$ cat src/rtl/cpu_run_ctrl_pkg.sv
// rtl/cpu_run_ctrl_pkg.sv - shared opcodes and state encoding for CPU run control
//
// Purpose: monitor command opcodes and the run-control state encoding. The
// monitor command decoder also imports this package, so the opcode values
// are fixed here.
// Contents:
//   OP_RUN / OP_STEP / OP_HALT / OP_BRK  2-bit command opcodes
//   run_state_e                          run-control FSM states
package cpu_run_ctrl_pkg;

  localparam logic [1:0] OP_RUN  = 2'd0;
  localparam logic [1:0] OP_STEP = 2'd1;
  localparam logic [1:0] OP_HALT = 2'd2;
  localparam logic [1:0] OP_BRK  = 2'd3;

  typedef enum logic [2:0] {
    ST_IDLE       = 3'd0,
    ST_WAIT_CALIB = 3'd1,
    ST_RUN        = 3'd2,
    ST_STEP       = 3'd3,
    ST_HALTING    = 3'd4
  } run_state_e;

endpackage

$ cat src/rtl/cpu_run_ctrl.sv
// rtl/cpu_run_ctrl.sv - run-control initiator driving the CPU start/quit interface
//
// Purpose: accepts decoded monitor commands (run, N-step, halt, breakpoint),
// waits for DRAM calibration, issues one-cycle cpu_start / quit_cmd pulses,
// counts retired instructions in step mode, matches the retired PC against a
// breakpoint, and waits for the pipeline stall before returning to idle.
// Ports:
//   clk, rst_n            clock, asynchronous active-low reset
//   init_calib_complete   DRAM calibration done
//   cmd_valid/cmd_ready   command handshake; cmd_op, cmd_data command payload
//   stall                 pipeline stall from the CPU status block
//   inst_retire/pc_retire retirement strobe and PC
//   cpu_start, quit_cmd   registered single-cycle pulses to the CPU status block
//   running               state is RUN or STEP
//   break_hit, halt_tmo   sticky cause flags for the last halt
//   done                  one-cycle pulse on return to idle
module cpu_run_ctrl
  import cpu_run_ctrl_pkg::*;
#(
  parameter int STEP_W   = 16,
  parameter int HALT_TMO = 15
) (
  input  logic        clk,
  input  logic        rst_n,
  input  logic        init_calib_complete,
  input  logic        cmd_valid,
  output logic        cmd_ready,
  input  logic [1:0]  cmd_op,
  input  logic [31:0] cmd_data,
  input  logic        stall,
  input  logic        inst_retire,
  input  logic [31:0] pc_retire,
  output logic        cpu_start,
  output logic        quit_cmd,
  output logic        running,
  output logic        break_hit,
  output logic        halt_tmo,
  output logic        done
);

  localparam int TMO_W = (HALT_TMO < 1) ? 1 : $clog2(HALT_TMO + 1);
  localparam logic [TMO_W-1:0] TMO_LAST = TMO_W'(HALT_TMO);

  run_state_e        state_q, state_d;
  logic [STEP_W-1:0] step_cnt_q, step_cnt_d;
  logic [TMO_W-1:0]  tmo_cnt_q, tmo_cnt_d;
  logic [31:0]       brk_pc_q, brk_pc_d;
  logic              brk_en_q, brk_en_d;
  logic              pend_step_q, pend_step_d;
  logic              cpu_start_q, cpu_start_d;
  logic              quit_cmd_q, quit_cmd_d;
  logic              break_hit_q, break_hit_d;
  logic              halt_tmo_q, halt_tmo_d;
  logic              done_q, done_d;

  logic              accept;
  logic [STEP_W-1:0] step_count;
  logic              brk_match;
  logic              step_last;
  logic              halt_req;
  logic              go;
  logic              go_step;

  assign cmd_ready  = (state_q == ST_IDLE) || (state_q == ST_RUN) || (state_q == ST_STEP);
  assign running    = (state_q == ST_RUN) || (state_q == ST_STEP);
  assign accept     = cmd_valid & cmd_ready;
  assign step_count = cmd_data[STEP_W-1:0];

  // Compares use the breakpoint registers as they were before this cycle's
  // BRK command, so a BRK arriving with a retire does not match that retire.
  assign brk_match  = inst_retire & brk_en_q & (pc_retire == brk_pc_q);
  assign step_last  = inst_retire & (step_cnt_q == STEP_W'(1));

  assign cpu_start  = cpu_start_q;
  assign quit_cmd   = quit_cmd_q;
  assign break_hit  = break_hit_q;
  assign halt_tmo   = halt_tmo_q;
  assign done       = done_q;

  always_comb begin
    state_d     = state_q;
    step_cnt_d  = step_cnt_q;
    tmo_cnt_d   = tmo_cnt_q;
    brk_pc_d    = brk_pc_q;
    brk_en_d    = brk_en_q;
    pend_step_d = pend_step_q;
    cpu_start_d = 1'b0;
    quit_cmd_d  = 1'b0;
    break_hit_d = break_hit_q;
    halt_tmo_d  = halt_tmo_q;
    done_d      = 1'b0;
    halt_req    = 1'b0;
    go          = 1'b0;
    go_step     = 1'b0;

    // BRK is serviced in every ready state and never changes state.
    if (accept && (cmd_op == OP_BRK)) begin
      brk_pc_d = {cmd_data[31:2], 2'b00};
      brk_en_d = cmd_data[0];
    end

    case (state_q)
      ST_IDLE: begin
        if (accept) begin
          case (cmd_op)
            OP_RUN: begin
              go          = 1'b1;
              break_hit_d = 1'b0;
              halt_tmo_d  = 1'b0;
            end
            OP_STEP: begin
              if (step_count == '0) begin
                done_d = 1'b1;
              end else begin
                go          = 1'b1;
                go_step     = 1'b1;
                step_cnt_d  = step_count;
                break_hit_d = 1'b0;
                halt_tmo_d  = 1'b0;
              end
            end
            OP_HALT: done_d = 1'b1;
            default: ;
          endcase
        end
        // The RUN/STEP choice is remembered so WAIT_CALIB knows where to go.
        if (go) begin
          pend_step_d = go_step;
          if (init_calib_complete) begin
            state_d     = go_step ? ST_STEP : ST_RUN;
            cpu_start_d = 1'b1;
          end else begin
            state_d = ST_WAIT_CALIB;
          end
        end
      end

      ST_WAIT_CALIB: begin
        if (init_calib_complete) begin
          state_d     = pend_step_q ? ST_STEP : ST_RUN;
          cpu_start_d = 1'b1;
        end
      end

      ST_RUN, ST_STEP: begin
        if (!init_calib_complete) begin
          // The CPU stops itself on calibration loss; no quit is sent.
          state_d = ST_IDLE;
          done_d  = 1'b1;
        end else begin
          if ((state_q == ST_STEP) && inst_retire && (step_cnt_q != '0)) begin
            step_cnt_d = step_cnt_q - STEP_W'(1);
          end
          halt_req = (accept && (cmd_op == OP_HALT)) || brk_match ||
                     ((state_q == ST_STEP) && step_last);
          if (halt_req) begin
            quit_cmd_d = 1'b1;
            state_d    = ST_HALTING;
            tmo_cnt_d  = '0;
            if (brk_match) begin
              break_hit_d = 1'b1;
            end
          end
        end
      end

      ST_HALTING: begin
        if (!init_calib_complete || stall) begin
          state_d = ST_IDLE;
          done_d  = 1'b1;
        end else if (tmo_cnt_q == TMO_LAST) begin
          halt_tmo_d = 1'b1;
          state_d    = ST_IDLE;
          done_d     = 1'b1;
        end else begin
          tmo_cnt_d = tmo_cnt_q + TMO_W'(1);
        end
      end

      default: state_d = ST_IDLE;
    endcase
  end

  always_ff @(posedge clk or negedge rst_n) begin
    if (!rst_n) begin
      state_q     <= ST_IDLE;
      step_cnt_q  <= '0;
      tmo_cnt_q   <= '0;
      brk_pc_q    <= '0;
      brk_en_q    <= 1'b0;
      pend_step_q <= 1'b0;
      cpu_start_q <= 1'b0;
      quit_cmd_q  <= 1'b0;
      break_hit_q <= 1'b0;
      halt_tmo_q  <= 1'b0;
      done_q      <= 1'b0;
    end else begin
      state_q     <= state_d;
      step_cnt_q  <= step_cnt_d;
      tmo_cnt_q   <= tmo_cnt_d;
      brk_pc_q    <= brk_pc_d;
      brk_en_q    <= brk_en_d;
      pend_step_q <= pend_step_d;
      cpu_start_q <= cpu_start_d;
      quit_cmd_q  <= quit_cmd_d;
      break_hit_q <= break_hit_d;
      halt_tmo_q  <= halt_tmo_d;
      done_q      <= done_d;
    end
  end

endmodule

$ cat config.mk
export PLATFORM = sky130hd
export DESIGN_NAME = cpu_run_ctrl
export DESIGN_NICKNAME = d
export VERILOG_FILES = /design/src/rtl/cpu_run_ctrl_pkg.sv /design/src/rtl/cpu_run_ctrl.sv
export SDC_FILE = /design/constraint.sdc
export NUM_CORES = 1
export LEC_CHECK = 0
export BUFFER_PORTS_ARGS = -buffer_cell sky130_fd_sc_hd__buf_2
export CORE_MARGIN = 2
export CORE_UTILIZATION = 30
export CTS_BUF_LIST = sky130_fd_sc_hd__clkbuf_4 sky130_fd_sc_hd__clkbuf_8
export CTS_CLUSTER_DIAMETER = 150
export DETAILED_ROUTE_END_ITERATION = 10
export GPL_ROUTABILITY_DRIVEN = 0
export PLACE_DENSITY = 0.47
export SLEW_MARGIN = 20
export SYNTH_ARGS = -nofsm -noshare
export SYNTH_HDL_FRONTEND = slang
export SYNTH_SLANG_ARGS = --single-unit
$ cat constraint.sdc
create_clock -name clk -period 2.06 [get_ports clk]
set_input_delay 0.103 -clock clk [delete_from_list [all_inputs] [get_ports clk]]
set_output_delay 0.103 -clock clk [all_outputs]
set_load 0.005 [all_outputs]
# Word level (Yosys, flattened, before mapping)
# Index checks and enable logic that the tools add are counted.
dict set report word_totals {
  ff_bits 60
  wordCells 120
  out_inout_bits 7
}
dict set report classes {
  n_eq_ne 26
  bitwise_logic 4
  add_sub_neg 2
  muxes 51
  reduce_logical 26
}
# op count
set ops {}
lappend ops {{two-way mux 16 bit} 5}
lappend ops {{== test 32 bit} 1}
lappend ops {{one-hot mux 16 bit (2 select lines)} 1}
lappend ops {{two-way mux 1 bit} 25}
lappend ops {{!= test 2 bit, second input constant} 10}
lappend ops {{two-way mux 3 bit} 6}
lappend ops {{== test 16 x 1 -> 1 bit, second input constant} 1}
lappend ops {{zero test 16 bit} 1}
lappend ops {{two-way mux 4 bit} 4}
lappend ops {{nonzero test 16 bit} 1}
lappend ops {{subtractor 16 x 1 -> 16 bit, second input constant} 1}
lappend ops {{one-hot mux 1 bit (2 select lines)} 6}
lappend ops {{one-hot mux 3 bit (4 select lines)} 1}
lappend ops {{AND reduction 6 bit} 2}
lappend ops {{!= test 3 bit, second input constant} 3}
lappend ops {{one-hot mux 4 bit (2 select lines)} 1}
lappend ops {{AND reduction 7 bit} 1}
lappend ops {{== test 3 x 2 -> 1 bit, second input constant} 2}
lappend ops {{logical OR 1 bit} 6}
lappend ops {{nonzero test 2 bit} 3}
lappend ops {{logical AND 1 bit} 5}
lappend ops {{AND reduction 5 bit} 1}
lappend ops {{adder 4 x 1 -> 4 bit, second input constant} 1}
lappend ops {{AND 1 bit} 4}
lappend ops {{15 further kinds} 17}

# Longest topological paths before layout
# Gate-level depths: netlist of run 1.
dict set report logic_depth {
  depth_word 10
  depth_mapped 9
}

# Least setup slack after synthesis of run 1
# Ideal clock, no wire load.
dict set report synth_path {
  path_kind {flip-flop to flip-flop}
  start {reg step_cnt_q[10]}
  end {reg step_cnt_q[14]}
  n_path_buf 0
  arrival_ns 1.778
  setup_time_ns 0.123
  stages_incl_launch_ff 7
  setup_slack_ns 0.159
  cell_sequence {dfrtp_1 or4_4 nor2_4 nand3_2 a2111oi_4 mux2i_1 a21oi_1}
}
dict set report synth_via {
  elab_chain_len 4
  word_cells_on_any_way 8
}
# element line
set synth_lines {}
lappend synth_lines {{start, declared} cpu_run_ctrl.sv:45} ;# logic [STEP_W-1:0] step_cnt_q, step_cnt_d;
lappend synth_lines {{start signal, assigned} cpu_run_ctrl.sv:199} ;# step_cnt_q <= step_cnt_d;
lappend synth_lines {{subtractor 16 x 1 -> 16 bit or nonzero test 16 bit (tied branches)} {cpu_run_ctrl.sv:152, cpu_run_ctrl.sv:151}}
lappend synth_lines {{two-way mux 16 bit or logical AND 1 bit (tied branches)} cpu_run_ctrl.sv:151} ;# if ((state_q == ST_STEP) && inst_retire && (step_cnt_q != '0)) begin
lappend synth_lines {{two-way mux 16 bit or != test 2 bit (tied branches)} n/a}
lappend synth_lines {{one-hot mux 16 bit (2 select lines) or AND reduction 6 bit (tied branches)} n/a}
# Parallel ways exist; a longest one is shown, timed or not. The select of a mux whose other input is x is not followed.
# A chain may end at the register's enable or synchronous reset.

# Final worst setup path of run 1
dict set report layout_path {
  start {reg step_cnt_q[12]}
  end {reg state_q[0]}
}
dict set report layout_via {
  elab_chain_len 6
}
# element line
set layout_lines {}
lappend layout_lines {{== test 16 x 1 -> 1 bit} cpu_run_ctrl.sv:72} ;# assign step_last = inst_retire & (step_cnt_q == STEP_W'(1));
lappend layout_lines {{AND 1 bit} cpu_run_ctrl.sv:72}
lappend layout_lines {{logical AND 1 bit} cpu_run_ctrl.sv:155} ;# ((state_q == ST_STEP) && step_last);
lappend layout_lines {{logical OR 1 bit} cpu_run_ctrl.sv:154} ;# halt_req = (accept && (cmd_op == OP_HALT)) || brk_match ||
lappend layout_lines {{!= test 3 bit (no line)} n/a}
lappend layout_lines {{AND reduction 4 bit (no line)} n/a}
lappend layout_lines {{end signal, assigned} cpu_run_ctrl.sv:198} ;# state_q <= state_d;
lappend layout_lines {{end, declared} cpu_run_ctrl.sv:44} ;# run_state_e state_q, state_d;
# No other way between the ends.

==> results of run 1 <==
cell type report:
| type | instances | area share (%) |
|---|---|---|
| Clock buffer | 9 | 2.63 |
| Clock inverter | 7 | 2.10 |
| Inverter | 9 | 0.877 |
| Multi-Input combinational cell | 258 | 39.3 |
| Sequential cell | 60 | 31.9 |
| Tap cell | 143 | 3.80 |
| Timing Repair Buffer | 137 | 19.4 |
sequential cells by signal, indices dropped and copies added (netlist names):
| register | count |
|---|---|
| brk_pc_q | 30 |
| step_cnt_q | 16 |
| tmo_cnt_q | 4 |
| state_q | 3 |
| break_hit | 1 |
| brk_en_q | 1 |
| cpu_start | 1 |
| done | 1 |
| halt_tmo | 1 |
| pend_step_q | 1 |
| quit_cmd | 1 |
through the flow:
| stage | utilization, % | power [uW] | instance area [sq um] |
|---|---|---|---|
| 2_1_floorplan | - | 3580 | 3460 |
| 3_3_place_gp | 37.9 | 4400 | 4300 |
| 3_5_place_dp | 37.9 | 4440 | 4300 |
| 4_1_cts | 41.4 | 5700 | 4690 |
| 5_1_grt | 41.6 | 6080 | 4710 |
| 6_report | 41.6 | 5640 | 4710 |
what timing repair did:
item | in CTS | in global routing
resized for setup | 0 | 3
setup buffers | 0 | 1
hold endpoints to repair | 34 | 0
hold buffers | 17 | 0
setup endpoints to repair | 0 | 6
layer usage:
layer | global-route usage [%] | part of all wire, % | up-vias
li1 | - | - | 1517
met1 | 21.5 | 47 | 1468
met2 | 26.7 | 49 | 61
met3 | 3.65 | 3.6 | 5
met4 | 4.44 | 0.68 | 0
met5 | 0 | 0 | -
power by group through the flow:
stage	registers [uW]	logic, uW	clock network, uW
final	2110	2330	1200
after global routing	2190	2590	1300
after CTS	2110	2330	1250
after detailed placement	2140	2300	0
after global placement	2120	2270	0
after floorplan	2050	1530	0
kinds of logic after synthesis:
group           count (synthesis)  synth area share, %
flops                          60                 43.4
compound gates                 76                 14.3
xor+xnor                       30                 7.60
fa+ha+maj                       8                 2.90
buf+inv                        23                 3.40
simple gates                  109                 17.0
mux                            35                 11.3
synth_stat cells (2+ instances only):
library cell / number / area [sq um]
a21o_1: 2 / 15.0
a21oi_1: 18 / 90.1
a22oi_1: 3 / 22.5
a31oi_1: 8 / 50.1
and2_1: 2 / 12.5
and3_1: 6 / 37.5
buf_1: 3 / 11.3
buf_2: 7 / 35.0
buf_6: 2 / 22.5
clkbuf_1: 2 / 7.51
dfrtp_1: 60 / 1500
ha_1: 8 / 100
inv_1: 8 / 30.0
mux2_2: 32 / 360
mux2i_1: 3 / 30.0
nand2_1: 18 / 67.6
nand2b_1: 2 / 12.5
nand3_1: 9 / 45.0
nand4_1: 10 / 62.6
nor2_1: 28 / 105
nor2b_1: 3 / 18.8
nor3_1: 8 / 40.0
nor3b_1: 4 / 30.0
nor4_1: 10 / 62.6
o211ai_1: 3 / 22.5
o21a_1: 2 / 15.0
o21ai_0: 20 / 100
o21ai_1: 2 / 10.0
o22a_1: 2 / 17.5
o22ai_1: 3 / 18.8
o31ai_1: 2 / 15.0
xnor2_1: 25 / 219
xor2_1: 5 / 43.8
worst max-delay path, cell delays in order (launching register included):
cell     delay [ns]
dfrtp_1        0.42
nor4_1         0.34
and3_2         0.29
nand2_1        0.08
o21ai_1        0.28
o31ai_1        0.14
mux2_2         0.28
path summary, 6_finish.rpt:
| kind | startpoint | to | slack (ns) |
|---|---|---|---|
| max in group asynchronous | rst_n | step_cnt_q[0] | 1.20 |
| setup reg to reg | step_cnt_q[12] | state_q[0] | 0.13 |
| min in group asynchronous | rst_n | brk_pc_q[21] | 0.26 |
| hold / removal | cmd_data[5] | brk_pc_q[5] | 0.04 |
| setup / recovery | step_cnt_q[12] | state_q[0] | 0.13 |
| hold reg to reg | pend_step_q | pend_step_q | 0.49 |
==> out/metrics.csv, run 1 <==
stage,metric,value,unit
final_layout,n_antenna_cell,0,
timing,fin_crit,1.93,ns
logic_synthesis,yosys_warnings,0,
timing,fin_ws,0.133,ns
die,coreArea,0.0113,sq mm
power,powerDensity,1200,mW/mm^2
detailed_routing,drt-pass1-iter-count,4,
timing,min_period_over_period,93.5,%
logic_synthesis,synth_ff_type,dfrtp_1,
worst_setup_path,crit_arrival,2.15,ns
timing,final-setup-viol-count,0,
logic_synthesis,ys_seq_elements,60,
placed_design,dp_worst_setup_slack,0.0674,ns
detailed_routing,wl_per_cell,15.4,microns
die,rows,39,
power,seq_power_share,37.4,%
final_layout,area_delta_synth_final,36.2,%
detailed_routing,num_vias,3051,
logic_synthesis,ys_seq_area_share,43.4,%
placed_design,dp_hpwl,7380,microns
detailed_routing,drc,0,
power,power_frac_comb,41.3,%
final_layout,nFillCells,1175,
logic_synthesis,async_flop_share,100,%
clock_network,clockRootBuffer,clkbuf_8,
final_layout,register_area,0.00150,sq mm
power,ir_drop,0.000545,V
die,die_w,111,microns
power,p_sw,2000,uW
final_layout,nNetsFinal,555,
logic_synthesis,synth.avg_cell_area,10.1,sq um
timing,tns,0,ns
worst_setup_path,crit_type,reg2reg,
power,p_sw_share,35.5,%
timing,max_freq,519,MHz
status,status,finished clean,
flow_run,drv_cap,0,
clock_network,insertion_delay,0.34,ns
logic_synthesis,synth_area,0.00346,sq mm
timing,whs,0.0362,ns
global_route,antenna_found_initial,0,
global_route,grt_max_degree,43,
worst_setup_path,worstSetupEndpointType,flip-flop,
timing,fin_worst_skew,0.0105,ns
die,die_area,0.0124,sq mm
detailed_routing,ant_nets,0,
power,clkPwrFrac,21.3,%
power,p_int,3640,uW
worst_setup_path,worstRegToRegCells,6,
die,io_pins,79,
worst_setup_path,start_kind,flip-flop,
worst_setup_path,cp_max_fo,4,
final_layout,layout_commonest_cell,buf_2,
die,initial_utilization,30.5,%
timing,worst_pin_slew,0.482,ns
timing,rsz0062_at_grt,false,
worst_setup_path,crit_required,2.28,ns
clock_network,numClockSinks,60,
hold_path,hold_path.class,in2reg,
final_layout,multi_input_area,0.00185,sq mm
final_layout,stdcell_count,623,
clock_network,cts-htree-levels,3,
timing,final_max_slew_viol_count,0,
clock_network,clk_transition_reported_paths,0.08,ns
timing,maxSlewHeadroom,67.9,%
detailed_routing,first_iter_violations,125,
die,chipHeight,111,microns
final_layout,final_cell_mix,"buf_2 (78), dfrtp_1 (60), buf_4 (39)",
logic_synthesis,syn_nets,421,
logic_synthesis,synth-edff-count,0,
global_route,grt_first_pass_wirelength,16200,microns
final_layout,drive_gt1_share,37.9,%
clock_network,cts-buffers-inserted,9,
logic_synthesis,synth_cell_types,54,
global_route,grt_pass1_vias,3180,
power,leakage,0.00210,uW
timing,final-hold-violation-count,0,
placed_design,dp_cells,589,
clock_network,cts_tree,done,
hold_path,whs_path_depth,2,
clock_network,cts_buffer_depth,2,
logic_synthesis,netlist_instances,341,
global_route,grt.total_usage,16.2,%
detailed_routing,vias_per_cell,4.90,
global_route,grt-ovfl-total,0,
detailed_routing,drt-total-wl,9570,microns
placed_design,io_buffers,78,
Note: power is estimated with default switching activity, not from simulation.
==> run 2: changes to the inputs <==
--- a/config.mk
+++ b/config.mk
@@ -12,6 +12,7 @@
 export CTS_CLUSTER_DIAMETER = 150
 export DETAILED_ROUTE_END_ITERATION = 10
 export GPL_ROUTABILITY_DRIVEN = 0
+export MAX_ROUTING_LAYER = met4
 export PLACE_DENSITY = 0.47
 export SLEW_MARGIN = 20
 export SYNTH_ARGS = -nofsm -noshare
==> out/metrics.csv, run 2 (synthesis results as in run 1) <==
stage,metric,value,unit,change
detailed_routing,num_vias,3067,,+0.52%
detailed_routing,vias_per_cell,4.92,,+0.52%
power,clkPwrFrac,21.3,%,about the same
global_route,grt_max_degree,43,,unchanged
power,p_sw_share,35.5,%,+0.044 points
final_layout,postLayoutCoreUtil,41.6,%,unchanged
timing,final-hold-violation-count,0,,unchanged
worst_setup_path,worstSetupEndpointType,flip-flop,,
die,die_w,111,microns,unchanged
die,chipHeight,111,microns,unchanged
die,rows,39,,unchanged
final_layout,area_delta_synth_final,36.2,%,unchanged
power,leakage,0.00210,uW,unchanged
clock_network,cts-buffers-inserted,9,,unchanged
hold_path,whs_path_depth,2,,unchanged
final_layout,largest_reg_flops,30,,unchanged
final_layout,n_antenna_cell,0,,unchanged
clock_network,cts-htree-levels,3,,unchanged
detailed_routing,ant_nets,0,,unchanged
timing,maxSlewHeadroom,67.9,%,about the same
timing,whs,0.0350,ns,-0.00120 ns
placed_design,dp_worst_setup_slack,0.0674,ns,unchanged
clock_network,clk_transition_reported_paths,0.08,ns,about the same
timing,max_freq,519,MHz,about the same
timing,worst_pin_slew,0.482,ns,-0.0000415 ns
power,powerDensity,1200,mW/mm^2,about the same
final_layout,final_cell_mix,"buf_2 (78), dfrtp_1 (60), buf_4 (39)",,
timing,tns,0,ns,unchanged
die,die_area,0.0124,sq mm,unchanged
final_layout,nNetsFinal,555,,unchanged
worst_setup_path,crit_required,2.28,ns,about the same
die,io_pins,79,,unchanged
detailed_routing,drt-total-wl,9600,microns,+0.28%
die,initial_utilization,30.5,%,unchanged
clock_network,clockRootBuffer,clkbuf_8,,
placed_design,io_buffers,78,,unchanged
timing,min_period_over_period,93.5,%,about the same
hold_path,hold_path.class,in2reg,,
worst_setup_path,worstRegToRegCells,7,,+1
die,coreArea,0.0113,sq mm,unchanged
power,p_int,3640,uW,about the same
detailed_routing,wl_per_cell,15.4,microns,+0.28%
final_layout,layout_commonest_cell,buf_2,,
global_route,grt_first_pass_wirelength,16100,microns,about the same
power,power_frac_comb,41.3,%,about the same
flow_run,drv_cap,0,,unchanged
clock_network,numClockSinks,60,,unchanged
worst_setup_path,crit_type,reg2reg,,
clock_network,cts_buffer_depth,2,,unchanged
final_layout,top_regs,"brk_pc_q (30), step_cnt_q (16), tmo_cnt_q (4)",,
timing,fin_ws,0.134,ns,+0.000799 ns
power,seq_power_share,37.4,%,about the same
detailed_routing,first_iter_violations,114,,-8.8%
final_layout,largest_register,brk_pc_q,,
global_route,grt_pass1_vias,3184,,+0.13%
global_route,antenna_found_initial,0,,unchanged
timing,fin_crit,1.93,ns,-0.000799 ns
status,status,finished clean,,
timing,fin_worst_skew,0.0108,ns,+0.000347 ns
detailed_routing,drc,0,,unchanged
timing,final_max_slew_viol_count,0,,unchanged
timing,rsz0062_at_grt,false,,
worst_setup_path,cp_max_fo,5,,+1
power,ir_drop,0.000546,V,about the same
clock_network,insertion_delay,0.34,ns,about the same
global_route,grt.total_usage,16.6,%,+0.48 points
worst_setup_path,crit_arrival,2.15,ns,about the same
clock_network,cts_tree,done,,
timing,final-setup-viol-count,0,,unchanged
detailed_routing,drt-pass1-iter-count,4,,unchanged
power,p_sw,2010,uW,+0.19%
worst_setup_path,start_kind,flip-flop,,
final_layout,drive_gt1_share,37.9,%,unchanged
global_route,grt-ovfl-total,0,,unchanged
power,power.total,5650,uW,about the same
placed_design,dp_hpwl,7380,microns,unchanged
## run 2: power by group through the flow
| stage | combinational [uW] | clock, uW | sequential, uW |
|---|---|---|---|
| finish | 2330 | 1200 | 2110 |
| global route | 2580 | 1300 | 2190 |
| CTS | 2330 | 1250 | 2110 |
| detailed placement | 2300 | 0 | 2140 |
| global placement | 2270 | 0 | 2120 |
| floorplan | 1530 | 0 | 2050 |
## run 2: final timing paths
kind	from	end	slack, ns
max in group asynchronous	rst_n	step_cnt_q[1]	1.20
worst max register to register	brk_pc_q[7]	state_q[0]	0.13
worst min-delay path	cmd_data[5]	brk_pc_q[5]	0.03
worst max-delay path	brk_pc_q[7]	state_q[0]	0.13
worst min register to register	pend_step_q	pend_step_q	0.49
min in group asynchronous	rst_n	brk_pc_q[21]	0.26
## run 2: cell type report
class	instances	area [sq um]
tap	143	179
clock inverter	7	98.8
clock buffer	9	124
fill	1175	6610
sequential	60	1500
inverter	9	41.3
timing repair buffer	137	913
multi-input combinational	258	1850
## run 2: critical path, cell delays in order, from the launching register on
cell	delay, ns
dfrtp_1	0.39
xnor2_1	0.17
nand4_1	0.12
nor4_1	0.32
buf_4	0.17
and3_2	0.26
o31ai_1	0.10
mux2_2	0.28
## run 2: per-stage QoR
step	cell area (sq um)	instances
after floorplan	3460	341
after global placement	4300	589
after detailed placement	4300	589
after CTS	4690	622
after global routing	4710	623
final	4710	623
## run 2: metal layers
layer | track usage [%] | share of wire, %
met5 | - | 0
met4 | 4.44 | 0.82
met3 | 3.32 | 3.3
met2 | 26.9 | 49
met1 | 21.5 | 47
## run 2: timing repair
item / in CTS / in global routing
endpoints found under the hold margin: 34 / 0
setup endpoints to repair: 0 / 6
buffers inserted: 0 / 1
hold buffers: 17 / 0
gates resized for setup: 0 / 3
